**config.mk**
```make
export PLATFORM = sky130hd
export DESIGN_NAME = oversample_filter
export DESIGN_NICKNAME = d
export VERILOG_FILES = /design/src/rtl/oversample_filter_pkg.sv /design/src/rtl/oversample_filter.sv
export SDC_FILE = /design/constraint.sdc
export NUM_CORES = 1
export LEC_CHECK = 0
export CORE_MARGIN = 4
export CORE_UTILIZATION = 56
export CTS_CLUSTER_DIAMETER = 120
export DETAILED_ROUTE_END_ITERATION = 10
export HOLD_SLACK_MARGIN = 0.08
export PLACE_DENSITY_LB_ADDON = 0.2
export SLEW_MARGIN = 10
export SYNTH_ARGS = -nofsm -noshare
export SYNTH_HDL_FRONTEND = slang
export SYNTH_SLANG_ARGS = --single-unit
```
**constraint.sdc**
```tcl
create_clock -name clk50_in -period 7.3 [get_ports clk50_in]
set_clock_uncertainty 0.1 [all_clocks]
set_input_delay 1.095 -clock clk50_in [delete_from_list [all_inputs] [get_ports clk50_in]]
set_output_delay 1.095 -clock clk50_in [all_outputs]
set_load 0.01 [all_outputs]
```
**src/rtl/oversample_filter_pkg.sv**
```systemverilog
// Shared definitions for the oversampling averager: state encodings and the
// default widths also used by frontpanel_interface and the top level.
package oversample_filter_pkg;

    localparam int DEF_W_DIN   = 18;
    localparam int DEF_W_OSM   = 6;
    localparam int DEF_OSM_MAX = 10;
    localparam int DEF_W_CD    = 16;

    typedef enum logic [1:0] {
        ST_IDLE  = 2'd0,
        ST_ACCUM = 2'd1,
        ST_EMIT  = 2'd2,
        ST_DELAY = 2'd3
    } osf_state_t;

endpackage

```
**src/rtl/oversample_filter.sv**
```systemverilog
// Averages 2^osm consecutive ADC samples into one result, then idles for a
// programmable number of cycles; parameters are double-buffered between sets.
module oversample_filter
    import oversample_filter_pkg::*;
#(
    parameter int W_DIN   = DEF_W_DIN,
    parameter int W_OSM   = DEF_W_OSM,
    parameter int OSM_MAX = DEF_OSM_MAX,
    parameter int W_CD    = DEF_W_CD
) (
    input  logic                    clk50_in,
    input  logic                    rst_n_in,
    input  logic                    data_valid_in,
    input  logic signed [W_DIN-1:0] data_in,
    input  logic                    activate_in,
    input  logic                    update_en_in,
    input  logic                    module_update_in,
    input  logic [W_OSM-1:0]        osm_in,
    input  logic [W_CD-1:0]         cycle_delay_in,
    output logic                    data_valid_out,
    output logic signed [W_DIN-1:0] data_out,
    output logic                    busy_out
);

    localparam int W_ACC = W_DIN + OSM_MAX;
    localparam int W_CNT = OSM_MAX + 1;

    osf_state_t              state;
    osf_state_t              state_nxt;

    logic signed [W_ACC-1:0] sum;
    logic [W_CNT-1:0]        cnt;
    logic [W_CD-1:0]         dly_cnt;

    logic [W_OSM-1:0]        osm_act;
    logic [W_CD-1:0]         cd_act;
    logic [W_OSM-1:0]        osm_shd;
    logic [W_CD-1:0]         cd_shd;
    logic                    pending;

    logic                    copy_now;
    logic [W_OSM-1:0]        osm_use;
    logic [W_CNT-1:0]        set_last;
    logic signed [W_ACC-1:0] sample_ext;
    logic signed [W_ACC-1:0] sum_acc;
    logic                    accept;
    logic                    final_smp;

    function automatic logic [W_OSM-1:0] clamp_osm(input logic [W_OSM-1:0] osm);
        if (osm > W_OSM'(OSM_MAX)) begin
            return W_OSM'(OSM_MAX);
        end
        return osm;
    endfunction

    // Arithmetic shift floors toward -inf; the mean of W_DIN-bit samples always fits W_DIN bits.
    function automatic logic signed [W_DIN-1:0] scale_sum(input logic signed [W_ACC-1:0] acc,
                                                          input logic [W_OSM-1:0]        sh);
        return W_DIN'(acc >>> sh);
    endfunction

    // A pending update lands at a set boundary; it governs the very sample that opens the new set.
    always_comb begin
        copy_now   = pending && ((state == ST_IDLE) || ((state == ST_ACCUM) && (cnt == '0)));
        osm_use    = copy_now ? osm_shd : osm_act;
        set_last   = (W_CNT'(1) << osm_use) - W_CNT'(1);
        sample_ext = {{OSM_MAX{data_in[W_DIN-1]}}, data_in};
        sum_acc    = sum + sample_ext;
        accept     = activate_in && data_valid_in && (state == ST_ACCUM);
        final_smp  = accept && (cnt == set_last);
    end

    always_comb begin
        state_nxt = state;
        case (state)
            ST_IDLE: begin
                state_nxt = ST_ACCUM;
            end
            ST_ACCUM: begin
                if (final_smp) begin
                    state_nxt = ST_EMIT;
                end
            end
            ST_EMIT: begin
                state_nxt = (cd_act != '0) ? ST_DELAY : ST_ACCUM;
            end
            ST_DELAY: begin
                if (dly_cnt >= cd_act) begin
                    state_nxt = ST_ACCUM;
                end
            end
            default: begin
                state_nxt = ST_IDLE;
            end
        endcase
        if (!activate_in) begin
            state_nxt = ST_IDLE;
        end
    end

    always_ff @(posedge clk50_in or negedge rst_n_in) begin
        if (!rst_n_in) begin
            state <= ST_IDLE;
        end else begin
            state <= state_nxt;
        end
    end

    // Result is registered on the edge that accepts the final sample, so the
    // strobe is visible during the EMIT cycle.
    always_ff @(posedge clk50_in or negedge rst_n_in) begin
        if (!rst_n_in) begin
            sum            <= '0;
            cnt            <= '0;
            dly_cnt        <= '0;
            data_out       <= '0;
            data_valid_out <= 1'b0;
        end else begin
            data_valid_out <= final_smp;
            if (final_smp) begin
                data_out <= scale_sum(sum_acc, osm_use);
            end
            if (!activate_in || (state != ST_ACCUM) || final_smp) begin
                sum <= '0;
                cnt <= '0;
            end else if (accept) begin
                sum <= sum_acc;
                cnt <= cnt + W_CNT'(1);
            end
            if (state == ST_EMIT) begin
                dly_cnt <= W_CD'(1);
            end else if (state == ST_DELAY) begin
                dly_cnt <= dly_cnt + W_CD'(1);
            end
        end
    end

    always_ff @(posedge clk50_in or negedge rst_n_in) begin
        if (!rst_n_in) begin
            osm_act <= '0;
            cd_act  <= '0;
            osm_shd <= '0;
            cd_shd  <= '0;
            pending <= 1'b0;
        end else begin
            if (copy_now) begin
                osm_act <= osm_shd;
                cd_act  <= cd_shd;
            end
            if (module_update_in && update_en_in) begin
                osm_shd <= clamp_osm(osm_in);
                cd_shd  <= cycle_delay_in;
                pending <= 1'b1;
            end else if (copy_now) begin
                pending <= 1'b0;
            end
        end
    end

    assign busy_out = (state == ST_ACCUM) && (cnt != '0);

endmodule

```
Yosys cells after proc, flatten, opt, wreduce, memory -nomap -nowiden
Index checks and enable logic that the tools add are counted.
- input port bits: 46
- logic and storage cells: 63
- bits in registers: 121
- reductions and logical operators: 19
- multiplexer cells: 18
- eq/ne operators: 7
- order comparisons: 2
- add/subtract/negate cells: 4
- shifts and indexed selects: 2
- operators with widths (kind ; count):
    two-way mux 28 bit ; 2
    two-way mux 16 bit ; 2
    adder 28 x 18 -> 28 bit ; 1
    >>> shifter 28 x 6 -> 18 bit ; 1
    two-way mux 11 bit ; 2
    two-way mux 6 bit ; 3
    adder 16 x 1 -> 16 bit, second input constant ; 1
    greater-or-equal comparator 16 bit ; 1
    nonzero test 16 bit ; 1
    adder 11 x 1 -> 11 bit, second input constant ; 1
    == test 11 bit ; 1
    zero test 11 bit ; 1
    nonzero test 11 bit ; 1
    << shifter 1 x 6 -> 11 bit, first input constant ; 1
    subtractor 11 x 2 -> 11 bit, second input constant ; 1
    two-way mux 2 bit ; 4
    one-hot mux 2 bit (4 select lines) ; 1
    logical AND 1 bit ; 7
    > comparator 6 x 4 -> 1 bit, second input constant ; 1
    inequality test 3 bit, second input constant ; 2
    nonzero test 2 bit ; 3
    == test 2 bit, second input constant ; 2
    two-way mux 1 bit ; 4
    logical OR 1 bit ; 3
    other kinds (5) ; 5

Depth between registers and ports, before layout
- depth after elaboration: 12
- gate-level depth with buffers: 22
- mapped depth without buffers: 19

Least setup slack after synthesis
No wires, ideal clock.
- path type: reg2reg
- start point: register cnt[0]
- end point: register data_out[6]
- path buffers: 3
- cell stages (with the launch flop): 21
- arrival time: 4.442 ns
- setup time: 0.119 ns
- required time: 7.081 ns
- setup slack: 2.639 ns
- cell sequence: dfrtp_1 inv_1 ha_1 nor4b_4 nand4_1 nand2_1 buf_2 mux2_2 nand2_1 a21o_1 ha_1 buf_2 nor3b_1 a2111oi_0 o22ai_1 xnor2_1 or3_4 nor2_8 buf_6 mux2_1 o21a_1
- word-level cells in the longest chain between the ends: 9
- elaborated cells on any way between the ends: 10
- ends and longest elaborated chain (item ; RTL line ; source):
    from (decl) ; oversample_filter.sv:32 ; logic [W_CNT-1:0] cnt;
    from (signal assigned) ; oversample_filter.sv:128 ; cnt <= cnt + W_CNT'(1);
    zero test 11 bit ; oversample_filter.sv:64 ; copy_now = pending && ((state == ST_IDLE) || ((state == ST_ACCUM) && (cnt == '0)));
    logical AND 1 bit ; oversample_filter.sv:64 ;
    logical OR 1 bit ; oversample_filter.sv:64 ;
    logical AND 1 bit ; oversample_filter.sv:64 ;
    two-way mux 6 bit ; - ;
    << shifter 1 x 6 -> 11 bit ; oversample_filter.sv:66 ; set_last = (W_CNT'(1) << osm_use) - W_CNT'(1);
    subtractor 11 x 2 -> 11 bit ; oversample_filter.sv:66 ;
    == test 11 bit ; oversample_filter.sv:70 ; final_smp = accept && (cnt == set_last);
    logical AND 1 bit ; oversample_filter.sv:70 ;
    to (signal assigned) ; oversample_filter.sv:121 ; data_out <= scale_sum(sum_acc, osm_use);
    to (decl) ; oversample_filter.sv:21 ; output logic signed [W_DIN-1:0] data_out,
Several ways; a longest one is shown, not always the timed one.
A chain may end at the register's enable or synchronous reset.

Worst setup path in the final report
- start point: register cnt[0]
- end point: register sum[22]
- word-level cells in the longest chain between the ends: 11
- elaborated cells on any way between the ends: 12
- ends and longest elaborated chain (item ; RTL line ; source):
    zero test 11 bit ; oversample_filter.sv:64 ;
    logical AND 1 bit ; oversample_filter.sv:64 ;
    logical OR 1 bit ; oversample_filter.sv:64 ;
    logical AND 1 bit ; oversample_filter.sv:64 ;
    two-way mux 6 bit ; - ;
    << shifter 1 x 6 -> 11 bit ; oversample_filter.sv:66 ;
    subtractor 11 x 2 -> 11 bit ; oversample_filter.sv:66 ;
    == test 11 bit * ; oversample_filter.sv:70 ;
    logical AND 1 bit * ; oversample_filter.sv:70 ;
    logical OR 1 bit * ; oversample_filter.sv:123 ; if (!activate_in || (state != ST_ACCUM) || final_smp) begin
    two-way mux 28 bit or nonzero test 2 bit (tied branches) ; - ;
    to (signal assigned) ; oversample_filter.sv:127 ; sum <= sum_acc;
    to (decl) ; oversample_filter.sv:31 ; logic signed [W_ACC-1:0] sum;
Mark *: on every way between the ends. The rest lies on a longest branch, timed or not.

==> qor.csv <==
metric,value,unit
run_status,completed,
synth_xor_area_frac,0.0389,
endpoint_kind,flip-flop,
cp.required,7.48,ns
cts-resized-gates,0,
fill_cells,1479,
yosysTopAreaCell,dfrtp_1,
numCtsBuffers,17,
synth_nets,1283,
clk_path_buf_depth,2,
area_growth,13.4,%
fin_crit,5.74,ns
grt-ovfl-total,0,
yosysWarnings,0,
synth-compound-area-share,0.245,
ys_dominant_reg_cell,dfrtp_1,
path_buf_inv,2,
tightest_slew,1.02,ns
powerDensity,339,nW/um2
slew_headroom,0.319,
syn_area_per_cell,8.36,um2
drcViolationCount,0,
port_buffers,65,
viasPerCell,6.63,
antenna_found_initial,1,
leakagePower,4.92,nW
ant_nets,0,
layout-drive-gt1-share,0.0735,
synthAdderAreaFrac,0.0664,
track_usage,0.294,
drt-wirelength-per-cell,20.2,um
cpLargestDelayFamily,simple AND/OR/NAND/NOR gates,
die_y,141,um
tritoncts,built,
arrival,5.92,ns
critPathMaxStageDelay,0.58,ns
synth_cells,1185,
dp_hpwl,20900,um
max_freq,174,MHz
setup_slack,1.56,ns
ctsHtreeMaxLevel,4,
clk_pin_slew,0.06,ns
grt_max_degree,69,
die_w,141,um
finalNetCount,1310,
worstPathCellList,inv_1 > ha_1 > nor4b_4 > nand4_1 > nand2_1 > buf_4 > mux2_2 > nand2_1 > a21o_1 > ha_1 > nor3b_1 > a2111oi_0 > o22ai_1 > xnor2_1 > or3_1 > or2_1 > nand2_2 > nor3_1,
p_total,3.81,mW
drt-total-wl,29300,um
core,17300,um2
rsz0062_at_grt,no,
diodes,0,
synth_edf_count,0,
grt_pass1_wl,47200,um
grt_pass1_vias,9068,
pin_count,66,
netlist.area_leader.share,0.306,
drv_cap,0,
slew_viol_final,0,
cp-start-kind,flip-flop,
hold_viol,0,
cts_sinks,121,
final.setup.tns,0,ns
met3_length,2250,um
drt_iter0_drc,1211,
placed_area,10600,um2
slowest_stage,nand2_2,
ys_seq_elements,121,
dpl_worst_slack,1.66,ns
final-setup-viol-count,0,
worstSetupPathType,flip-flop to flip-flop,
route.met2.wl,13800,um
synthesis.area,9910,um2
ys_async_sr_fraction,1.00,
synth_top_family_by_area,compound AO/OA/AOI/OAI gates,
synthSimpleGateAreaFrac,0.210,
die_area,19900,um2
cts.hold.buffers_added,0,
ir_drop,0.241,mV
rows,48,
gp_congestion,0.968,
postLayoutCoreUtil,0.649,
seq_area_frac_synth,0.306,
start_util,0.573,
fin_area,11200,um2
wl_met1,12100,um
hp-class,flip-flop to flip-flop,
synthMuxAreaShare,0.0851,
first_pass_iters,7,
path_max_fanout,42,
fin_crit_sh,0.786,
postCtsSetupRepairBufs,0,
cts_root_buffer,clkbuf_16,
synth_cell_types,86,
via_count,9614,
clkLatencyLatePin,0.44,ns
routed.top_layer,met5,
ys_top_cells_by_area,"dfrtp_1 (31%), ha_1 (6.4%), nor2_1 (4.7%)",
-- where the power goes --
group	leakage, nW	total, mW	switching [mW]	internal (mW)
sequential	1.60	0.874	0.0968	0.777
combinational	3.02	2.02	1.30	0.721
clock	0.302	0.909	0.380	0.529
total	4.92	3.81	1.78	2.03
-- logic make-up (layout without fill, tap and decap cells) --
logic type / count (synthesis) / count (layout)
and+or+nand+nor: 421 / 421
AOI/OAI and AO/OA: 351 / 351
muxes: 79 / 79
adders and majority gates: 52 / 52
DFF: 121 / 121
xor gates and xnor gates: 44 / 44
buffers and inverters: 117 / 157
-- path summary, 6_finish.rpt --
check                                       from                     end  slack, ns  cells past startpoint
max reg2reg                   cnt[0]$_DFFE_PN0P_     sum[22]$_DFFE_PN0P_       1.56                     18
max in group asynchronous               rst_n_in  osm_shd[4]$_DFFE_PN0P_       5.14                      2
min reg2reg                cd_shd[0]$_DFFE_PN0P_   cd_act[0]$_DFFE_PN0N_       0.37                      2
min in group asynchronous               rst_n_in     sum[19]$_DFFE_PN0P_       0.62                      1
min                        cd_shd[0]$_DFFE_PN0P_   cd_act[0]$_DFFE_PN0N_       0.37                      2
max                           cnt[0]$_DFFE_PN0P_     sum[22]$_DFFE_PN0P_       1.56                     18
-- per-stage QoR --
stage               std cells  hold WS (ns)
floorplan                1185         0.340
global placement         1418         0.353
detailed placement       1418         0.361
CTS                      1450         0.375
global route             1450         0.416
finish                   1450         0.369
-- layout make-up --
cell class	count	area, um2	share of cell area
Multi-Input combinational cell	947	6390	0.569
Clock inverter	14	176	0.0157
Sequential cell	121	3030	0.270
Clock buffer	18	439	0.0391
Tap cell	225	282	0.0251
Timing Repair Buffer	75	723	0.0644
Inverter	50	193	0.0172
-- Yosys cell counts (all sizes together), types with 22 or more instances --
cell type	number
nor2	127
dfrtp	121
nand2	107
a21oi	82
o21ai	72
ha	51
inv	48
clkbuf	46
mux2i	46
nor3	38
mux2	32
nand3	30
a211oi	26
o211ai	23
xor2	23
nand4	22
-- flip-flops by register name, indices dropped and copies added (netlist names) --
| register | cells |
|---|---|
| sum | 28 |
| data_out | 18 |
| cd_act | 16 |
| cd_shd | 16 |
| dly_cnt | 16 |
| cnt | 11 |
| osm_act | 6 |
| osm_shd | 6 |
| state | 2 |
| data_valid_out | 1 |
| pending | 1 |
-- tightest hold or removal path: stages, from the launching register on --
cell,delay (ns)
dfrtp_1,0.34
nand2_1,0.05
nand2_1,0.05
-- cells in the final DEF, fill, tap and decap left out, drive strengths merged, types with 9 or more instances in the layout --
| cell type | synthesis | layout |
|---|---|---|
| ha | 51 | 51 |
| clkdlybuf4s50 | 0 | 64 |
| dfrtp | 121 | 121 |
| nand3 | 30 | 30 |
| a211oi | 26 | 26 |
| o2111ai | 9 | 9 |
| nor2 | 127 | 127 |
| xor2 | 23 | 23 |
| o211ai | 23 | 23 |
| a2111oi | 9 | 9 |
| nor4 | 16 | 16 |
| a21oi | 82 | 82 |
| nand2 | 107 | 107 |
| buf | 21 | 11 |
| a21o | 17 | 17 |
| inv | 48 | 57 |
| mux2 | 32 | 32 |
| nand4 | 22 | 22 |
| nor3 | 38 | 38 |
| or4 | 9 | 9 |
| xnor2 | 21 | 21 |
| o21ai | 72 | 72 |
| clkbuf | 46 | 18 |
| and2 | 17 | 17 |
| and3 | 15 | 15 |
| o21a | 14 | 14 |
| mux2i | 46 | 46 |
| or3 | 11 | 11 |
-- metal layers --
layer,vias to the layer above,GRT usage
li1,4514,-
met1,4529,0.385
met2,464,0.483
met3,105,0.0553
met4,2,0.115
met5,-,0
Power figures use the tool's default switching activity.
